$ cat src/rtl/rfetch_stage_pipe.sv
// Register-fetch pipeline stage: captures decoded fields and register-file
// operands into one aligned output register with valid/ready on both sides.
// Writeback data is bypassed into operands being captured, and operands of a
// held instruction track later writebacks so they never go stale in a stall.
module rfetch_stage_pipe #(
  parameter int width_p      = 32,
  parameter int reg_els_p    = 32,
  parameter int read_ports_p = 2,
  parameter int side_w_p     = 64,
  localparam int addr_w_p    = $clog2(reg_els_p)
) (
  input  logic                             clk_i,
  input  logic                             rst_i,
  input  logic                             flush_i,
  input  logic                             in_v_i,
  output logic                             in_ready_o,
  input  logic [width_p-1:0]               in_pc_i,
  input  logic [read_ports_p*addr_w_p-1:0] in_rs_i,
  input  logic [addr_w_p-1:0]              in_rd_i,
  input  logic [width_p-1:0]               in_imm_i,
  input  logic [side_w_p-1:0]              in_side_i,
  output logic                             out_v_o,
  input  logic                             out_ready_i,
  output logic [width_p-1:0]               out_pc_o,
  output logic [read_ports_p*addr_w_p-1:0] out_rs_o,
  output logic [addr_w_p-1:0]              out_rd_o,
  output logic [width_p-1:0]               out_imm_o,
  output logic [read_ports_p*width_p-1:0]  out_rs_data_o,
  output logic [side_w_p-1:0]              out_side_o,
  input  logic                             wb_v_i,
  input  logic [addr_w_p-1:0]              wb_rd_i,
  input  logic [width_p-1:0]               wb_data_i
);

  logic                             out_v_q, out_v_d;
  logic [width_p-1:0]               pc_q, pc_d;
  logic [read_ports_p*addr_w_p-1:0] rs_q, rs_d;
  logic [addr_w_p-1:0]              rd_q, rd_d;
  logic [width_p-1:0]               imm_q, imm_d;
  logic [side_w_p-1:0]              side_q, side_d;
  logic [read_ports_p*width_p-1:0]  data_q, data_d;
  logic [width_p-1:0]               rf_q [reg_els_p];
  logic [width_p-1:0]               rf_d [reg_els_p];
  logic [read_ports_p*width_p-1:0]  cap_data;
  logic                             accept;
  logic                             wb_en;

  // Handshake: ready depends only on the output register state, never on in_v/flush.
  assign in_ready_o = !out_v_q || out_ready_i;
  assign accept     = in_v_i && in_ready_o && !flush_i;
  // Index 0 is hardwired zero, so writes to it are dropped everywhere.
  assign wb_en      = wb_v_i && (wb_rd_i != '0);

  // Register-file next state: a single writeback port.
  always_comb begin
    rf_d = rf_q;
    if (wb_en) rf_d[wb_rd_i] = wb_data_i;
  end

  // Operand capture: same-cycle writeback wins over the stale file value.
  // wb_en already excludes index 0, and entry 0 is never written, so it reads 0.
  always_comb begin
    cap_data = '0;
    for (int k = 0; k < read_ports_p; k++) begin
      if (wb_en && (wb_rd_i == in_rs_i[k*addr_w_p +: addr_w_p]))
        cap_data[k*width_p +: width_p] = wb_data_i;
      else
        cap_data[k*width_p +: width_p] = rf_q[in_rs_i[k*addr_w_p +: addr_w_p]];
    end
  end

  // Output register next state: flush > accept > drain > hold with coherence.
  always_comb begin
    out_v_d = out_v_q;
    pc_d    = pc_q;
    rs_d    = rs_q;
    rd_d    = rd_q;
    imm_d   = imm_q;
    side_d  = side_q;
    data_d  = data_q;
    if (flush_i)                      out_v_d = 1'b0;
    else if (accept)                  out_v_d = 1'b1;
    else if (out_v_q && out_ready_i)  out_v_d = 1'b0;
    if (accept) begin
      pc_d   = in_pc_i;
      rs_d   = in_rs_i;
      rd_d   = in_rd_i;
      imm_d  = in_imm_i;
      side_d = in_side_i;
      data_d = cap_data;
    end else if (out_v_q) begin
      // Keep held operands equal to the live architectural value.
      for (int k = 0; k < read_ports_p; k++) begin
        if (wb_en && (wb_rd_i == rs_q[k*addr_w_p +: addr_w_p]))
          data_d[k*width_p +: width_p] = wb_data_i;
      end
    end
  end

  // State registers with asynchronous active-low reset clearing everything.
  always_ff @(posedge clk_i or negedge rst_i) begin
    if (!rst_i) begin
      out_v_q <= 1'b0;
      pc_q    <= '0;
      rs_q    <= '0;
      rd_q    <= '0;
      imm_q   <= '0;
      side_q  <= '0;
      data_q  <= '0;
      for (int i = 0; i < reg_els_p; i++) rf_q[i] <= '0;
    end else begin
      out_v_q <= out_v_d;
      pc_q    <= pc_d;
      rs_q    <= rs_d;
      rd_q    <= rd_d;
      imm_q   <= imm_d;
      side_q  <= side_d;
      data_q  <= data_d;
      for (int i = 0; i < reg_els_p; i++) rf_q[i] <= rf_d[i];
    end
  end

  assign out_v_o       = out_v_q;
  assign out_pc_o      = pc_q;
  assign out_rs_o      = rs_q;
  assign out_rd_o      = rd_q;
  assign out_imm_o     = imm_q;
  assign out_side_o    = side_q;
  assign out_rs_data_o = data_q;

endmodule

$ cat config.mk
export PLATFORM = sky130hd
export DESIGN_NAME = rfetch_stage_pipe
export DESIGN_NICKNAME = d
export VERILOG_FILES = /design/src/rtl/rfetch_stage_pipe.sv
export SDC_FILE = /design/constraint.sdc
export NUM_CORES = 2
export LEC_CHECK = 0
export BUFFER_PORTS_ARGS = -buffer_cell sky130_fd_sc_hd__buf_2
export CORE_MARGIN = 4
export CORE_UTILIZATION = 40
export DETAILED_ROUTE_END_ITERATION = 10
export SLEW_MARGIN = 20
export SYNTH_ARGS = -nofsm -noshare
export SYNTH_HDL_FRONTEND = slang
export SYNTH_SLANG_ARGS = --single-unit
$ cat constraint.sdc
create_clock -name clk_i -period 5.9 [get_ports clk_i]
set_input_delay 1.475 -clock clk_i [delete_from_list [all_inputs] [get_ports clk_i]]
set_output_delay 1.475 -clock clk_i [all_outputs]
set_load 0.02 [all_outputs]
==> metrics.md <==
| Metric | Value |
|---|---|
| CTS sink count | `1232` |
| Global-route wire length before repair | `287000 um` |
| Maximum vdd ir drop | `0.000289 V` |
| Die height | `401 um` |
| Initial DRC Count | `3428` |
| Core box area | `153000 um^2` |
| CTS tree | `done` |
| Yosys warns | `0` |
| Crit path capture type | `flip-flop` |
| Routed wire length | `196000 um` |
| Nets | `4309` |
| Commonest non-fill, non-tap cell in the layout | `dfrtp_1` |
| Post-CTS setup buffer count | `0` |
| Routed vias | `38748` |
| Final hold slack | `393 ps` |
| Mapped cell area | `61700 um^2` |
| Distinct cells, synth | `39` |
| Final Hold Vio Count | `0` |
| Initial Util | `40.4%` |
| Clock transition at path regs | `60 ps` |
| Setup TNS | `0 ps` |
| CP Class | `in -> reg` |
| Number of gates resized after cts | `0` |
| Critical Path RT | `6560 ps` |
| Top sig layer | `met5` |
| Post-Syn Area per Cell | `15.7 um^2` |
| Total Power | `24.8 mW` |
| Status | `finished clean` |
| Row cnt | `143` |
| Clk_skew | `25.7 ps` |
| Slew @ Worst Pin | `1170 ps` |
| Slew headroom | `22.1%` |
| CTS max path bufs | `3` |
| Final Slew Violations | `0` |
| Sequential area share after synthesis | `49.9%` |
| Seq cells post-synth | `1232` |
| DRT met1 WL | `82000 um` |
| Remaining Overflow, GRT | `0` |
| GP Congestion | `0.771` |
| Synthesized instance count | `3932` |
| Root buffer cell | `clkbuf_16` |
| Max_cap viols | `0` |
| Leak | `30.4 nW` |
| DIE AREA | `161000 um^2` |
| Highest net fanout along the worst path | `33` |
| Total CTS buffers | `139` |
| CTS HTree Levels | `4` |
| Antenna Violating Nets Remaining | `0` |
| Largest net degree at the start of global routing | `144` |
| # port buffers | `394` |
| Cts hold-fix bufs | `0` |
| Die width | `401 um` |
| Min cycle time layout | `3630 ps` |
| RSZ-0062 raised after global routing | `false` |
| Vias in the first global route | `40589` |
| P&R area growth vs syn | `13.4%` |
| Power per cell area | `354 nW/um^2` |
| Tcrit/Tclk final | `61.6%` |
| Synth top area share | `49.9%` |
| Met2 WL | `93300 um` |
| Endpoints failing setup | `0` |
| HPWL Detailed | `112000 um` |
| Util after Layout | `45.9%` |
| Hold WC Path Type | `reg -> reg` |
| FMAX | `0.275 GHz` |
| DRC viols | `0` |
| Worst-Skew Late Latency | `790 ps` |
| CP Launch Type | `input pin` |
| Initial antenna violation count | `10` |
| All-Layer GR Usage | `24.2%` |
| Drt via density | `6.19` |
| Total iterations of the first detailed-routing run | `6` |
| Top post-synthesis cells by area | `dfrtp_1, mux2_2, mux4_2` |
| Area leader, netlist | `dfrtp_1` |
| Io pins | `395` |
| Layout cells sized above 1 | `57.3%` |
| Mapped Nets | `4118` |
| CP arrival | `4290 ps` |
| Most frequent cells in the layout | `dfrtp_1, mux2_2, mux4_2` |
| Avg WL per Cell | `31.3 um` |
| Met3 WL | `13300 um` |
worst max-delay path: stages:
cell	delay (ps)
buf_2	80
nor2b_1	70
nor3b_4	640
a41o_2	200
buf_4	550
nand2_2	520
buf_4	420
o221a_2	290
power by group:
part	internal (mW)	switching [mW]	leakage, nW	total [mW]
combinational	2.83	2.17	12.6	5.00
sequential	10.0	1.12	15.6	11.2
clock	5.01	3.61	2.21	8.62
layout make-up:
cell class / instances / area (um^2)
clock buffer: 213 / 4130
antenna: 5 / 12.5
tap: 2030 / 2540
multi-input combinational: 2259 / 28900
timing repair buffer: 488 / 3170
fill: 13330 / 82600
inverter: 3 / 11.3
clock inverter: 30 / 374
sequential: 1232 / 30800
logic make-up after synthesis:
group / count (synthesis) / share of synthesized area, %
AOI/OAI and AO/OA: 395 / 5.42
xor gates and xnor gates: 20 / 0.284
buffers and inverters: 441 / 3.54
DFF: 1232 / 49.9
muxes: 1647 / 39.4
and+or+nand+nor: 197 / 1.43
registers in the layout, indices dropped and copies added (netlist names):
signal	count
rf_q	1024
out_rs_o	10
out_rs_data_o	64
out_side_o	64
out_v_o	1
out_pc_o	32
out_imm_o	32
out_rd_o	5
Yosys cell counts, drive strengths merged:
cell type  number
a22oi         256
a41o            2
and2            2
and3            1
and3b           1
buf           231
clkbuf        207
dfrtp        1232
inv             3
mux2         1135
mux4          512
nand2         146
nand3           2
nand3b          4
nand4           2
nor2           23
nor2b           5
nor3            3
nor3b           5
o211ai          4
o21ai           2
o221a          64
o22a           64
o311ai          2
o31a            1
or2             1
or3             1
or3b            1
xnor2          10
xor2           10
final timing paths:
kind	depth (start not counted)	slack, ps	end	start
min	0	390	rf_q[1011]	rf_q[1011]
max	8	2270	out_rs_data_o[7]	out_ready_i
min in group asynchronous	1	660	rf_q[567]	rst_i
min reg2reg	0	390	rf_q[1011]	rf_q[1011]
max reg2reg	7	2480	out_rs_data_o[7]	out_v_o
max in group asynchronous	2	3890	rf_q[489]	rst_i
metrics by stage:
| stage | instances | instance area, um^2 | setup slack, ps |
|---|---|---|---|
| after floorplan | 3932 | 61700 | 2550 |
| after global placement | 6012 | 65500 | 1480 |
| after detailed placement | 6012 | 65500 | 1460 |
| after CTS | 6255 | 70000 | 2320 |
| after global routing | 6256 | 70000 | 2220 |
| final | 6260 | 70000 | 2270 |
metal layers:
metal | global-route usage [%] | up-vias
met1 | 32.7 | 21230
met5 | 0 | -
met3 | 5.11 | 343
met4 | 8.50 | 10
li1 | - | 15670
met2 | 38.8 | 1495
Note: power is estimated with default switching activity, not from simulation.
